**src/rtl/vga_pkg.sv**
```systemverilog
// vga_pkg: shared VGA timing types, FSM encoding and default 800x600 timing.
package vga_pkg;
    localparam int COORD_W = 16;
    localparam int SYNC_H = 0;
    localparam int SYNC_V = 1;
    localparam int SYNC_B = 2;
    localparam int H_ACTIVE = 800;
    localparam int H_FRONT = 40;
    localparam int H_SYNC = 128;
    localparam int H_BACK = 88;
    localparam int H_TOTAL = H_ACTIVE + H_FRONT + H_SYNC + H_BACK;
    localparam int V_ACTIVE = 600;
    localparam int V_FRONT = 1;
    localparam int V_SYNC = 4;
    localparam int V_BACK = 23;
    localparam int V_TOTAL = V_ACTIVE + V_FRONT + V_SYNC + V_BACK;
    typedef enum logic [1:0] {SEARCH, MEASURE, LOCKED} vga_state_t;
    typedef struct packed {
        logic [COORD_W-1:0] h;
        logic [COORD_W-1:0] ha;
        logic [COORD_W-1:0] v;
        logic [COORD_W-1:0] va;
    } timing_t;
endpackage

```
**src/rtl/vga_sync_edge_detect.sv**
```systemverilog
// vga_sync_edge_detect: polarity-normalised two-stage input pipeline with leading-edge pulses.
module vga_sync_edge_detect
    import vga_pkg::*;
#(
    parameter bit sync_active_high = 1'b1
) (
    input  logic       pixel_clock,
    input  logic       reset_n,
    input  logic       hsync,
    input  logic       vsync,
    input  logic       blank,
    output logic       active,
    output logic [2:0] rise
);
    logic [2:0] s1, s2;
    always_ff @(posedge pixel_clock or negedge reset_n) begin
        if (!reset_n) begin
            s1 <= '0;
            s2 <= '0;
        end else begin
            s1[SYNC_H] <= hsync ^ ~sync_active_high;
            s1[SYNC_V] <= vsync ^ ~sync_active_high;
            s1[SYNC_B] <= blank;
            s2 <= s1;
        end
    end
    assign active = s1[SYNC_B];
    assign rise = s1 & ~s2;
endmodule

```
**src/rtl/vga_timing_recovery.sv**
```systemverilog
// vga_timing_recovery: recovers pixel x/y from an external hsync/vsync/blank stream
// and locks onto its line/frame timing after several identical frames.
module vga_timing_recovery
    import vga_pkg::*;
#(
    parameter int lock_frames = 3,
    parameter int max_h_period = 4095,
    parameter bit sync_active_high = 1'b1
) (
    input  logic               pixel_clock,
    input  logic               reset_n,
    input  logic               hsync,
    input  logic               vsync,
    input  logic               blank,
    output logic [COORD_W-1:0] x,
    output logic [COORD_W-1:0] y,
    output logic               xy_in_active,
    output logic               frame_start,
    output logic [COORD_W-1:0] h_total,
    output logic [COORD_W-1:0] h_active,
    output logic [COORD_W-1:0] v_total,
    output logic [COORD_W-1:0] v_active,
    output logic               locked,
    output logic               error
);
    localparam logic [COORD_W-1:0] HMAX = COORD_W'(max_h_period);
    localparam logic [COORD_W-1:0] ONE = 1;
    localparam logic [COORD_W-1:0] SAT = '1;
    localparam logic [3:0] LOCK_LAST = 4'(lock_frames - 1);

    logic active, h_edge, v_edge, b_edge;
    logic [2:0] rise;
    vga_state_t state;
    logic [COORD_W-1:0] hcnt, acnt, line_period;
    timing_t acc, acc_n, ref_t, lk;
    logic bad, bad_n, h_seen, ref_valid, y_first;
    logic same, lock_now, h_fault, tmo;
    logic [3:0] match_cnt, match_n;

    vga_sync_edge_detect #(.sync_active_high(sync_active_high)) u_edge (
        .pixel_clock(pixel_clock),
        .reset_n(reset_n),
        .hsync(hsync),
        .vsync(vsync),
        .blank(blank),
        .active(active),
        .rise(rise)
    );
    assign h_edge = rise[SYNC_H];
    assign v_edge = rise[SYNC_V];
    assign b_edge = rise[SYNC_B];
    assign {h_total, h_active, v_total, v_active} = lk;

    // Frame accumulators as they stand once the current line (if closing) is folded in,
    // so a coincident vsync edge closes the frame with that line included.
    always_comb begin
        line_period = hcnt + ONE;
        acc_n = acc;
        bad_n = bad;
        if (h_edge) begin
            acc_n.h = h_seen ? acc.h : line_period;
            bad_n = bad | (h_seen && line_period != acc.h);
            acc_n.ha = (acnt > acc.ha) ? acnt : acc.ha;
            acc_n.v = acc.v + ONE;
            acc_n.va = acc.va + COORD_W'(acnt != '0);
        end
        same = ref_valid && acc_n == ref_t && !bad_n;
        match_n = same ? match_cnt + 4'd1 : 4'd0;
        lock_now = match_n == LOCK_LAST && !bad_n;
        h_fault = h_edge && line_period != lk.h;
        tmo = !h_edge && !v_edge && hcnt == HMAX - ONE;
    end

    always_ff @(posedge pixel_clock or negedge reset_n) begin
        if (!reset_n) begin
            hcnt <= '0;
            acnt <= '0;
            acc <= '0;
            bad <= 1'b0;
            h_seen <= 1'b0;
        end else begin
            hcnt <= h_edge ? '0 : (hcnt == HMAX ? hcnt : hcnt + ONE);
            acnt <= h_edge ? COORD_W'(active) : (active && acnt != SAT ? acnt + ONE : acnt);
            acc <= v_edge ? '0 : acc_n;
            bad <= v_edge ? 1'b0 : bad_n;
            h_seen <= !v_edge && (h_seen || h_edge);
        end
    end

    always_ff @(posedge pixel_clock or negedge reset_n) begin
        if (!reset_n) begin
            x <= '0;
            y <= '0;
            y_first <= 1'b0;
            xy_in_active <= 1'b0;
            frame_start <= 1'b0;
        end else begin
            frame_start <= v_edge;
            xy_in_active <= active && state == LOCKED;
            x <= b_edge ? '0 : (active && x != SAT ? x + ONE : x);
            y <= !b_edge ? y : ((y_first || v_edge) ? '0 : (y == SAT ? y : y + ONE));
            y_first <= (y_first || v_edge) && !b_edge;
        end
    end

    always_ff @(posedge pixel_clock or negedge reset_n) begin
        if (!reset_n) begin
            state <= SEARCH;
            match_cnt <= '0;
            ref_valid <= 1'b0;
            ref_t <= '0;
            lk <= '0;
            locked <= 1'b0;
            error <= 1'b0;
        end else begin
            error <= 1'b0;
            case (state)
                SEARCH: begin
                    if (v_edge) begin
                        state <= MEASURE;
                        match_cnt <= '0;
                        ref_valid <= 1'b0;
                    end else if (tmo) begin
                        error <= 1'b1;
                    end
                end
                MEASURE: begin
                    if (v_edge) begin
                        match_cnt <= match_n;
                        if (!same) begin
                            ref_t <= acc_n;
                            ref_valid <= !bad_n;
                        end
                        if (lock_now) begin
                            state <= LOCKED;
                            lk <= acc_n;
                            locked <= 1'b1;
                        end
                    end else if (tmo) begin
                        state <= SEARCH;
                        error <= 1'b1;
                    end
                end
                default: begin
                    if (h_fault || (v_edge && (acc_n != lk || bad_n)) || tmo) begin
                        state <= SEARCH;
                        locked <= 1'b0;
                        error <= 1'b1;
                    end
                end
            endcase
        end
    end
endmodule

```
**config.mk**
```make
export PLATFORM = sky130hd
export DESIGN_NAME = vga_timing_recovery
export DESIGN_NICKNAME = d
export VERILOG_FILES = /design/src/rtl/vga_pkg.sv /design/src/rtl/vga_sync_edge_detect.sv /design/src/rtl/vga_timing_recovery.sv
export SDC_FILE = /design/constraint.sdc
export NUM_CORES = 1
export LEC_CHECK = 0
export CAP_MARGIN = 20
export CORE_UTILIZATION = 30
export CTS_CLUSTER_SIZE = 10
export DETAILED_ROUTE_END_ITERATION = 12
export PLACE_DENSITY = 0.48
export SYNTH_ARGS = -nofsm -noshare
export SYNTH_HDL_FRONTEND = slang
export SYNTH_SLANG_ARGS = --single-unit
export TNS_END_PERCENT = 10
```
**constraint.sdc**
```tcl
create_clock -name pixel_clock -period 13 [get_ports pixel_clock]
set_input_delay 2.6 -clock pixel_clock [delete_from_list [all_inputs] [get_ports pixel_clock]]
set_output_delay 2.6 -clock pixel_clock [all_outputs]
set_load 0.01 [all_outputs]
```
# == After elaboration in Yosys (flattened, before gate mapping) ==
# Index checks and enable logic that the tools add are counted.
# Widths: inputs -> output; s select.
# word_totals
elab_cells,134
ff_bits,276
out_inout_bits,100
# op_classes
bitwise,5
add_sub_neg,7
reduce_logical,37
n_mux,36
eq_ne,20
n_lt_le_gt_ge,1
# op_table
cell,count
$mux 16,10
$mux 64,2
$add 16x1->16 const B,5
$eq 64x64->1,1
$ne 64x64->1,1
$eq 16x12->1 const B,2
$ne 16x16->1,2
$ne 16x16->1 const B,2
$add 16x1->16,1
$eq 16x16->1 const B,1
$gt 16x16->1,1
$reduce_bool 16->1,1
$logic_and 1x1->1,13
$mux 1,12
$mux 4,3
$reduce_and 4->1,3
$mux 2,5
$reduce_and 3->1,3
$ne 2x2->1 const B,4
$pmux 4 s2,1
$reduce_bool 2->1,4
$ne 3x3->1 const B,2
$logic_or 1x1->1,5
$add 4x1->4 const B,1
other kinds (15),21

# == Depth between registers and ports, before layout ==
# Gate-level depths: netlist (run 1).
# logic_depth
word_depth,13
depth_mapped,20
depth_no_buf,16

# == By module ==
# Synthesis (run 1) repeated with hierarchy kept, for this count alone.
# unflattened
hier_cells,1666
area_unflattened_um2,16472.0
# by_module_without_submodules
mod,cells_per_inst,seq_area_each_um2,instances,area_per_inst_um2
vga_timing_recovery,1657,6756.5,1,16280.6
vga_sync_edge_detect,9,150.1,1,191.4

# == Worst setup path after synthesis (run 1) ==
# No wires, ideal clock.
# synth_path
path_kind,reg-to-reg
from,register acnt[1]
to,"register lk, in the netlist h_total[13]"
arrival_time_ns,4.226
t_required_ns,12.872
slack_ns,8.647
setup_time_ns,0.128
path_stages_with_launch,21
cell_sequence,dfrtp_1 -> clkbuf_1 -> inv_1 -> ha_1 -> nor4b_1 -> nand4_1 -> ha_1 -> ha_1 -> nand4b_1 -> or4_1 -> buf_2 -> xor2_1 -> nor2_1 -> a2111oi_0 -> o2111ai_1 -> nor4_1 -> nand4_2 -> nor4_4 -> buf_6 -> buf_6 -> mux2_1
# synth_between
elab_chain_cells,10
elab_cells_between_ends,12
cone_classes,add/sub (1); order compare (1); eq/ne (2); mux (3); reduce/logical (5)
# synth_lines
element,line_no,text
from (decl),vga_timing_recovery.sv:34,"logic [COORD_W-1:0] hcnt, acnt, line_period;"
from (signal assigned),vga_timing_recovery.sv:83,acnt <= h_edge ? COORD_W'(active) : (active && acnt != SAT ? acnt + ONE : acnt);
$reduce_bool 16->1 / $gt 16x16->1 (equally long branches),"vga_timing_recovery.sv:65, vga_timing_recovery.sv:63",
$add 16x1->16 / $mux 16 (equally long branches),"vga_timing_recovery.sv:65, vga_timing_recovery.sv:63",
$mux 64 *,vga_timing_recovery.sv:60,if (h_edge) begin
$eq 64x64->1 *,vga_timing_recovery.sv:67,same = ref_valid && acc_n == ref_t && !bad_n;
$logic_and 1x1->1 * (2 in series),vga_timing_recovery.sv:67,
$mux 4 *,vga_timing_recovery.sv:68,match_n = same ? match_cnt + 4'd1 : 4'd0;
$eq 4x2->1 *,vga_timing_recovery.sv:69,lock_now = match_n == LOCK_LAST && !bad_n;
$logic_and 1x1->1 *,vga_timing_recovery.sv:69,
$reduce_and 3->1 (no line) *,-,
to (signal assigned),vga_timing_recovery.sv:136,lk <= acc_n;
to (decl),vga_timing_recovery.sv:35,"timing_t acc, acc_n, ref_t, lk;"
# Every way passes the cells marked *; elsewhere a longest branch is shown, timed or not.
# A chain may end at the register's enable or synchronous reset.

# == Final worst setup path (run 1) ==
# layout_path
from,register acnt[1]
to,register ref_t[42] in the netlist's numbering
# layout_between
elab_chain_cells,8
elab_cells_between_ends,10
cone_classes,add/sub (1); order compare (1); eq/ne (1); mux (2); bitwise (1); reduce/logical (4)
# layout_lines
element,line_no,text
$reduce_bool 16->1 / $gt 16x16->1 (equally long branches),"vga_timing_recovery.sv:65, vga_timing_recovery.sv:63",
$add 16x1->16 / $mux 16 (equally long branches),"vga_timing_recovery.sv:65, vga_timing_recovery.sv:63",
$mux 64 *,vga_timing_recovery.sv:60,
$eq 64x64->1,vga_timing_recovery.sv:67,
$logic_and 1x1->1 (2 in series),vga_timing_recovery.sv:67,
$not 1->1 (no line),-,
$reduce_and 3->1 (no line),-,
to (signal assigned),vga_timing_recovery.sv:131,ref_t <= acc_n;
to (decl),vga_timing_recovery.sv:35,
# Marks and branches as above.

==> flow_summary.json, run 1 <==
{
  "core_area_um2": 52870,
  "die_area_um2": 54850,
  "finalCritPeriodShare": 0.5055,
  "syn2layout_area_growth_pct": 17.12,
  "min_period_ns": 6.571,
  "crit_slowest_cell": "o21ai_4",
  "reg2reg_slack_ns": 6.43,
  "fillCellCount": 5337,
  "timing.rr.end": "ref_t[42]$_DFFE_PN0P_",
  "ys_warn_count": 0,
  "first_iter_violations": 1058,
  "drcViolationCount": 3,
  "vias_per_cell": 5.302,
  "cp_max_fo": 37,
  "finalWorstSetupSlack_ns": 6.429,
  "cpPeakStageDelay_ns": 0.91,
  "postSynth.asyncResetShare": 1.000,
  "via_count": 12730,
  "clock_latency_ns": 0.55,
  "cts_buffers": 36,
  "synth_edf_count": 0,
  "drt_first_pass_iters": 9,
  "min_from": "u_edge.s1[1]$_DFF_PN0_",
  "violations": "DRC",
  "critPathLaunchType": "flop",
  "syn_avg_cell_area_um2": 9.954,
  "synth_cell_types": 88,
  "overflow": 0,
  "crit_path_end_kind": "flop",
  "crit_required_ns": 13.41,
  "cp_num_buf_inv": 2,
  "fin_setup_tns_ns": 0,
  "numPortBuffers": 104,
  "clockBufferDepth": 3,
  "arrival_ns": 6.99,
  "mostFrequentLayoutCells": "dfrtp_1 (276), xnor2_1 (127), nor2_1 (122), clkdlybuf4s50_1 (103), nand2_1 (100)",
  "finalSetupViolCount": 0,
  "final_max_slew_viol_count": 0,
  "rr_startpoint": "acnt[1]$_DFFE_PN0P_",
  "outcome": "finished with violations",
  "cp.depth": 17,
  "peakVddDrop_uv": 73.57,
  "wirelength_mm": 55.36,
  "cp_common_cell": "ha_1",
  "max_slew_margin": 0.2940,
  "antenna_cells": 0,
  "ant_nets": 0,
  "worst_pin_slew_ns": 1.055,
  "grt_max_degree": 90,
  "finalInstanceArea_um2": 18940,
  "power_per_cell_area_nw_per_um2": 127.0,
  "hold_path_depth": 0,
  "chipHeight_um": 234.2,
  "synthFlopType": "dfrtp_1",
  "cp_cell_sequence": "inv_1, ha_1, nor4b_1, nand4_1, ha_1, ha_1, nand4b_1, or4_1, xor2_1, nor2_1, a2111oi_0, o2111ai_1, nor4_1, nand4_2, o21ai_4, buf_4, mux2_2",
  "syn_inst": 1625,
  "placed_cell_area_um2": 17810,
  "ctsRootBufferMaster": "clkbuf_16",
  "cp_top_family": "simple AND/OR/NAND/NOR gates",
  "hpwl_mm": 40.53,
  "whs_endpoint": "u_edge.s2[1]$_DFF_PN0_",
  "gp_congestion": 0.9463,
  "final_common_cell": "dfrtp_1",
  "grt_pass1_wl_mm": 83.88,
  "cts.clk_slew.worst_paths_ns": 0.06,
  "post_cts_buffers": 0,
  "synthesis.nets": 1656,
  "hold_viol_final": 0,
  "fmax_ghz": 0.1522,
  "synth_seq_area_share": 0.4270,
  "grt_pass1_vias": 12990,
  "initial_core_util": 0.3060,
  "syn_area_um2": 16180,
  "cts_resized": 0,
  "holdBufCountCts": 0,
  "wl_per_cell_um": 23.06,
  "clock-skew-final_ns": 0.02449,
  "cts_tree": "yes",
  "placed_cells": 2344,
  "die_w_um": 234.2,
  "path_class": "reg2reg",
  "reg2reg_depth": 17,
  "cap_violations": 0,
  "grtUsageTotal": 0.2055,
  "ys_seq_elements": 276,
  "rows": 84,
  "place_ws_ns": 6.473,
  "drive_gt1_frac": 0.1027,
  "power.leakage_nw": 8.374,
  "rsz0062_at_grt": "no",
  "antenna_found_initial": 1,
  "nets": 1725,
  "cts.sinks": 276,
  "min_path_type": "reg2reg",
  "io_pins": 105,
  "layoutNonFillerInstCount": 2401,
  "htreeDepth": 2
}
-- sequential cells by signal, summed over array words and instances (netlist names), 2 cells and up --
signal     cells
u_edge.s2      3
v_active      16
ref_t         64
acnt          16
state          2
h_active      16
v_total       16
h_total       16
match_cnt      4
y             16
u_edge.s1      3
x             16
hcnt          16
acc           64
-- Yosys cell counts, drive strengths merged (35+ instances only) --
master | instances | area share
dfrtp | 276 | 0.43
xnor2 | 127 | 0.069
nor2 | 123 | 0.029
mux2 | 106 | 0.074
nand2 | 100 | 0.023
xor2 | 93 | 0.050
inv | 80 | 0.019
a21oi | 65 | 0.020
o21ai | 63 | 0.020
clkbuf | 51 | 0.012
and2 | 46 | 0.018
nand3 | 42 | 0.013
nand4 | 41 | 0.019
buf | 40 | 0.014
nor3 | 35 | 0.012
-- power by group --
group	switching, mW	internal [mW]	total [mW]
logic	0.289	0.172	0.461
clock network	0.391	0.593	0.984
registers	0.0590	0.903	0.962
total	0.739	1.67	2.41
-- per-layer routing --
layer,wire length (um),GRT usage,part of all wire,vias to the layer above
met5,8,0,0.00014,-
met3,2695,0.02906,0.049,120
met4,2387,0.09233,0.043,2
li1,-,-,-,5893
met1,25870,0.2897,0.47,6356
met2,24400,0.3105,0.44,359
-- logic make-up (layout without fill, tap and decap cells) --
kind of cell	count (synthesis)	count (layout)	synth area share
AOI/OAI and AO/OA	276	276	0.1149
muxes	136	136	0.09236
adders and majority gates	26	26	0.02011
buffers and inverters	171	259	0.04486
and+or+nand+nor	513	513	0.1719
xor gates and xnor gates	227	227	0.1289
DFF	276	276	0.4270
-- worst max path at each step --
stage | startpoint | to | slack [ns]
3_5_place_dp | acnt[1]$_DFFE_PN0P_ | ref_t[38]$_DFFE_PN0P_ | 6.47
2_1_floorplan | acnt[1]$_DFFE_PN0P_ | h_total[13]$_DFFE_PN0P_ | 8.65
5_1_grt | acnt[1]$_DFFE_PN0P_ | ref_t[38]$_DFFE_PN0P_ | 6.06
6_report | acnt[1]$_DFFE_PN0P_ | ref_t[42]$_DFFE_PN0P_ | 6.43
4_1_cts | acnt[1]$_DFFE_PN0P_ | ref_t[38]$_DFFE_PN0P_ | 6.43
3_3_place_gp | acnt[1]$_DFFE_PN0P_ | ref_t[45]$_DFFE_PN0P_ | 6.56
-- per-stage QoR --
stage / power [mW] / util / hold WS [ns]
5_1_grt: 2.518 / 0.3584 / 0.4286
6_report: 2.407 / 0.3584 / 0.4053
4_1_cts: 2.437 / 0.3584 / 0.4110
3_3_place_gp: 1.428 / 0.3368 / 0.3888
3_5_place_dp: 1.434 / 0.3369 / 0.3989
2_1_floorplan: 1.250 / - / 0.3546
-- area by class of cell --
cell class                      count  area, um2  share of cell area
Tap cell                          688      860.8             0.04544
Multi-Input combinational cell   1178       8563              0.4520
Sequential cell                   276       6907              0.3646
Timing Repair Buffer              122       1181             0.06235
Clock inverter                      5      88.84            0.004689
Inverter                           80      300.3             0.01585
Clock buffer                       52       1044             0.05508
(Power assumes the default switching activity.)
==> inputs of run 2 (changes only) <==
==> constraint.sdc (replaced) <==
create_clock -name pixel_clock -period 6.7 [get_ports pixel_clock]
set_input_delay 1.34 -clock pixel_clock [delete_from_list [all_inputs] [get_ports pixel_clock]]
set_output_delay 1.34 -clock pixel_clock [all_outputs]
set_load 0.01 [all_outputs]
==> run 2 against run 1 <==
The run still ends with DRC left. Worst setup slack worse by 5.3 ns. Core utilization about the same. Non-clock buffer count rose by 1. Clock power increased by 90%. Sequential share of layout area about the same.
==> flow_summary.json, run 2 (same netlist as run 1, synthesis figures left out) <==
{
  "antenna_found_initial": 0,
  "finalSetupViolCount": 0,
  "reg_top3": "acc (64), ref_t (64)",
  "fillCellCount": 5297,
  "numPortBuffers": 104,
  "reg2reg_slack_ns": 1.11,
  "critPathLaunchType": "flop",
  "drive_gt1_frac": 0.1046,
  "htreeDepth": 2,
  "max_slew_margin": 0.3922,
  "core_area_um2": 52870,
  "ant_nets": 0,
  "grt_pass1_vias": 12770,
  "cts_tree": "yes",
  "hold_viol_final": 0,
  "clock_latency_ns": 0.56,
  "cts.sinks": 276,
  "overflow": 0,
  "antenna_cells": 0,
  "whs_endpoint": "u_edge.s2[1]$_DFF_PN0_",
  "peakVddDrop_uv": 155.1,
  "grtUsageMet2": 0.3154,
  "drcViolationCount": 3,
  "hpwl_mm": 40.17,
  "finalCritPeriodShare": 0.8342,
  "layoutNonFillerInstCount": 2400,
  "wl_per_cell_um": 22.92,
  "min_period_ns": 5.589,
  "io_pins": 105,
  "use_met1": 0.2957,
  "power_per_cell_area_nw_per_um2": 244.4,
  "power.leakage_nw": 8.373,
  "die_area_um2": 54850,
  "min_from": "u_edge.s1[1]$_DFF_PN0_",
  "grt_pass1_wl_mm": 83.79,
  "min_path_type": "reg2reg",
  "syn2layout_area_growth_pct": 17.04,
  "grtUsageTotal": 0.2040,
  "grt_max_degree": 112,
  "hold_path_depth": 0,
  "final_common_cell": "dfrtp_1",
  "outcome": "finished with violations",
  "drt_first_pass_iters": 9,
  "mostFrequentLayoutCells": "dfrtp_1 (276), xnor2_1 (127), nor2_1 (122), clkdlybuf4s50_1 (103), nand2_1 (100)",
  "cts_buffers": 36,
  "fin_setup_tns_ns": 0,
  "worst_pin_slew_ns": 0.9083,
  "chipHeight_um": 234.2,
  "die_w_um": 234.2,
  "rows": 84,
  "violations": "DRC",
  "rsz0062_at_grt": "no",
  "gp_congestion": 0.9049,
  "wirelength_mm": 55.01,
  "cp_max_fo": 52,
  "path_class": "reg2reg",
  "cts.clk_slew.worst_paths_ns": 0.05,
  "via_count": 12760,
  "arrival_ns": 6.02,
  "cts_resized": 0,
  "reg2reg_depth": 17,
  "timing.rr.end": "v_total[0]$_DFFE_PN0P_",
  "fmax_ghz": 0.1789,
  "placed_cells": 2345,
  "vias_per_cell": 5.315,
  "crit_required_ns": 7.13,
  "cap_violations": 0,
  "initial_core_util": 0.3060,
  "grtUsageMet3": 0.03052,
  "crit_path_end_kind": "flop",
  "final_max_slew_viol_count": 0,
  "ctsRootBufferMaster": "clkbuf_16",
  "clock-skew-final_ns": 0.02172,
  "grt-busiest-layer": "met2",
  "p_total_mw": 4.628,
  "rr_startpoint": "acnt[1]$_DFFE_PN0P_",
  "first_iter_violations": 1007,
  "holdBufCountCts": 0,
  "nets": 1726,
  "post_cts_buffers": 0,
  "clockBufferDepth": 3
}
run 2: area by class of cell:
| cell class | instances | area [um2] | area share |
|---|---|---|---|
| clock buffers | 48 | 1017 | 0.05373 |
| clock inverters | 7 | 70.07 | 0.003701 |
| inverters | 80 | 300.3 | 0.01586 |
| multi-input cells | 1178 | 8563 | 0.4523 |
| flip-flops and latches | 276 | 6907 | 0.3648 |
| well taps | 688 | 860.8 | 0.04547 |
| repair buffers | 123 | 1214 | 0.06411 |
run 2: power by group:
part	switching [mW]	total, mW	internal (mW)
Sequential	0.116	1.87	1.75
Clock	0.773	1.87	1.09
Combinational	0.560	0.894	0.334
run 2: worst max-delay path by stage:
stage / start / to / slack [ns]
final: acnt[1]$_DFFE_PN0P_ / v_total[0]$_DFFE_PN0P_ / 1.11
after global routing: acnt[1]$_DFFE_PN0P_ / v_total[0]$_DFFE_PN0P_ / 0.82
after CTS: acnt[1]$_DFFE_PN0P_ / v_total[0]$_DFFE_PN0P_ / 1.12
after detailed placement: acnt[1]$_DFFE_PN0P_ / ref_t[61]$_DFFE_PN0P_ / 1.14
after global placement: acnt[1]$_DFFE_PN0P_ / v_active[3]$_DFFE_PN0P_ / 1.12
after floorplan: acnt[1]$_DFFE_PN0P_ / h_total[13]$_DFFE_PN0P_ / 2.35
run 2: worst max-delay path, cell delays in order, from the launching register on:
cell,delay (ns)
dfrtp_1,0.55
inv_1,0.11
ha_1,0.20
nor4b_1,0.14
nand4_1,0.13
ha_1,0.24
ha_1,0.30
nand4b_1,0.32
or4_1,0.65
xor2_1,0.18
nor2_1,0.05
a2111oi_0,0.54
o2111ai_1,0.19
nor4_1,0.31
nand4_2,0.33
nor4_4,0.39
buf_12,0.38
mux2_2,0.39
run 2: metal layers:
metal | routed length (um) | vias to the layer above | share of wire
met1 | 26410 | 6440 | 0.48
met2 | 24810 | 344 | 0.45
li1 | - | 5896 | -
met4 | 1224 | 0 | 0.022
met5 | 0 | - | 0
met3 | 2563 | 76 | 0.047
run 2: through the flow:
| step | hold slack [ns] | worst slack (ns) | utilization | instance area [um2] |
|---|---|---|---|---|
| 6_report | 0.3957 | 1.111 | 0.3581 | 18930 |
| 4_1_cts | 0.4014 | 1.116 | 0.3581 | 18930 |
| 5_1_grt | 0.4142 | 0.8162 | 0.3581 | 18930 |
| 2_1_floorplan | 0.3546 | 2.347 | - | 16180 |
| 3_5_place_dp | 0.3876 | 1.143 | 0.3375 | 17840 |
| 3_3_place_gp | 0.3888 | 1.119 | 0.3375 | 17840 |
==> inputs of run 3 (changes only) <==
--- a/config.mk
+++ b/config.mk
@@ -9,7 +9,7 @@
 export CORE_UTILIZATION = 30
 export CTS_CLUSTER_SIZE = 10
 export DETAILED_ROUTE_END_ITERATION = 12
-export PLACE_DENSITY = 0.48
+export PLACE_DENSITY = 0.5
 export SYNTH_ARGS = -nofsm -noshare
 export SYNTH_HDL_FRONTEND = slang
 export SYNTH_SLANG_ARGS = --single-unit
==> constraint.sdc (replaced) <==
create_clock -name pixel_clock -period 4.8 [get_ports pixel_clock]
set_input_delay 0.96 -clock pixel_clock [delete_from_list [all_inputs] [get_ports pixel_clock]]
set_output_delay 0.96 -clock pixel_clock [all_outputs]
set_load 0.01 [all_outputs]
==> run 3 against run 2 <==
The flow still finishes with violations (DRC). Non-clock buffer count increased by 84. Via count increased by 2.1%. Sequential share of layout area decreased by 1.7 points. Highest routed layer unchanged. Routed wire length increased by 1.5%. Combinational power increased by 55%. Sequential power increased by 39%. Largest cell class unchanged. Total power increased by 45%. Clock-buffer cell count increased by 3. Critical path type unchanged. Cell count increased by 3.6%.
==> flow_summary.json, run 3 (same netlist as run 1, synthesis figures left out) <==
{
  "wl_per_cell_um": 22.45,
  "grt_max_degree": 99,
  "cp_max_fo": 8,
  "min_period_ns": 4.565,
  "arrival_ns": 5.00,
  "place_ws_ns": -0.01826,
  "io_pins": 105,
  "worst_pin_slew_ns": 0.8682,
  "vias_per_cell": 5.241,
  "drive_gt1_frac": 0.1535,
  "path_class": "reg2reg",
  "clock_latency_ns": 0.56,
  "fmax_ghz": 0.2191,
  "cts.sinks": 276,
  "crit_required_ns": 5.23,
  "clkPwrFrac": 0.405,
  "crit_path_end_kind": "flop",
  "peakVddDrop_uv": 184.6,
  "mostFrequentLayoutCells": "dfrtp_1 (276), xnor2_1 (127), nor2_1 (121), clkdlybuf4s50_1 (103), nand2_1 (100)",
  "die_w_um": 234.2,
  "overflow": 0,
  "fillCellCount": 5246,
  "cts_buffers": 36,
  "nets": 1810,
  "ctsRootBufferMaster": "clkbuf_16",
  "numPortBuffers": 104,
  "finalSetupViolCount": 0,
  "power_per_cell_area_nw_per_um2": 337.6,
  "wirelength_mm": 55.81,
  "final_max_slew_viol_count": 0,
  "drcViolationCount": 4,
  "critPathLaunchType": "flop",
  "gp_congestion": 0.9261,
  "first_iter_violations": 960,
  "whs_ns": 0.4041,
  "hpwl_mm": 41.16,
  "p_int_mw": 4.659,
  "reg_top3": "acc (64), ref_t (64)",
  "chipHeight_um": 234.2,
  "pwr-share-comb": 0.207,
  "htreeDepth": 2,
  "clockBufferDepth": 3,
  "clock-skew-final_ns": 0.01336,
  "grtUsageTotal": 0.2027,
  "cts.clk_slew.worst_paths_ns": 0.06,
  "p_total_mw": 6.697,
  "die_area_um2": 54850,
  "via_count": 13030,
  "max_slew_margin": 0.4191,
  "ant_nets": 0,
  "syn2layout_area_growth_pct": 22.63,
  "sw_frac_of_total": 0.3043,
  "core_area_um2": 52870,
  "hold_viol_final": 0,
  "power.leakage_nw": 8.865,
  "final_common_cell": "dfrtp_1",
  "grt_pass1_wl_mm": 83.64,
  "layout.area.seq_um2": 6907,
  "finalWorstSetupSlack_ns": 0.2354,
  "finalCritPeriodShare": 0.9510,
  "antenna_found_initial": 1,
  "cap_violations": 0,
  "rows": 84,
  "p_switching_mw": 2.038,
  "violations": "DRC",
  "grt_pass1_vias": 12940,
  "drt_first_pass_iters": 11,
  "multiInputGateArea_um2": 8625,
  "cts_tree": "yes",
  "antenna_cells": 0,
  "initial_core_util": 0.3060,
  "outcome": "finished with violations",
  "min_path_type": "reg2reg",
  "seqPwrFrac": 0.388
}
## run 3: changes by cell type in the layout (fill, tap and decap cells not counted), sizes merged
cell,delta
clkinvlp,-1
clkbuf,+6
buf,+81
clkinv,-2
bufinv,+2
## run 3: path summary, 6_finish.rpt
check | to | depth (start not counted) | start | slack (ns)
max | ref_t[37]$_DFFE_PN0P_ | 20 | acnt[0]$_DFFE_PN0P_ | 0.24
min | u_edge.s2[1]$_DFF_PN0_ | 0 | u_edge.s1[1]$_DFF_PN0_ | 0.40
max reg2reg | ref_t[37]$_DFFE_PN0P_ | 20 | acnt[0]$_DFFE_PN0P_ | 0.24
min reg2reg | u_edge.s2[1]$_DFF_PN0_ | 0 | u_edge.s1[1]$_DFF_PN0_ | 0.40
max in group asynchronous | h_active[12]$_DFFE_PN0P_ | 2 | reset_n | 3.32
min in group asynchronous | v_active[6]$_DFFE_PN0P_ | 1 | reset_n | 0.43
## run 3: final cells by class
type                    count  share of cell area
multi-input cells        1178              0.4348
flip-flops and latches    276              0.3482
repair buffers            207              0.1010
clock buffers              51             0.05185
well taps                 688             0.04340
inverters                  80             0.01514
clock inverters             6            0.005677
## run 3: power by group through the flow
| stage | clock [mW] | combinational [mW] | sequential, mW |
|---|---|---|---|
| after global placement | 0 | 1.33 | 2.63 |
| final | 2.71 | 1.39 | 2.60 |
| after CTS | 2.78 | 1.35 | 2.59 |
| after floorplan | 0 | 0.804 | 2.58 |
| after detailed placement | 0 | 1.34 | 2.63 |
| after global routing | 2.86 | 1.52 | 2.61 |
## run 3: critical path, stage by stage, from the launching register on
cell,delay (ns)
dfrtp_1,0.37
inv_1,0.08
ha_2,0.18
nor4b_4,0.19
nand4_1,0.25
ha_2,0.30
ha_2,0.19
buf_4,0.15
and4b_2,0.28
buf_4,0.16
nand2_1,0.08
nor3_1,0.09
nor4_1,0.31
nand4_1,0.21
nor4_2,0.33
nand4_2,0.20
buf_6,0.19
o21ai_4,0.19
buf_4,0.18
clkbuf_16,0.18
mux2_2,0.34
## run 3: repair_timing
action | CTS | global route
gates resized for setup | 1 | 20
hold buffers | 0 | 0
endpoints found under the hold margin | 0 | 0
pin swaps | 0 | 11
buffers inserted | 0 | 11
cloned | 0 | 5
endpoints found under the setup margin | 80 | 130
## run 3: per-stage QoR
step	utilization	area, um2	std cells	setup TNS, ns
2_1_floorplan	-	16180	1625	0
3_3_place_gp	0.3489	18440	2413	0
3_5_place_dp	0.3489	18440	2413	-0.07526
4_1_cts	0.3705	19590	2470	0
5_1_grt	0.3752	19840	2486	-0.01147
6_report	0.3752	19840	2486	0
## run 3: routing by layer
layer	share of wire	vias up	GRT usage
met3	0.043	83	0.02797
met4	0.027	0	0.06270
met1	0.48	6594	0.2930
li1	-	6065	-
met5	0	-	0
met2	0.45	286	0.3107
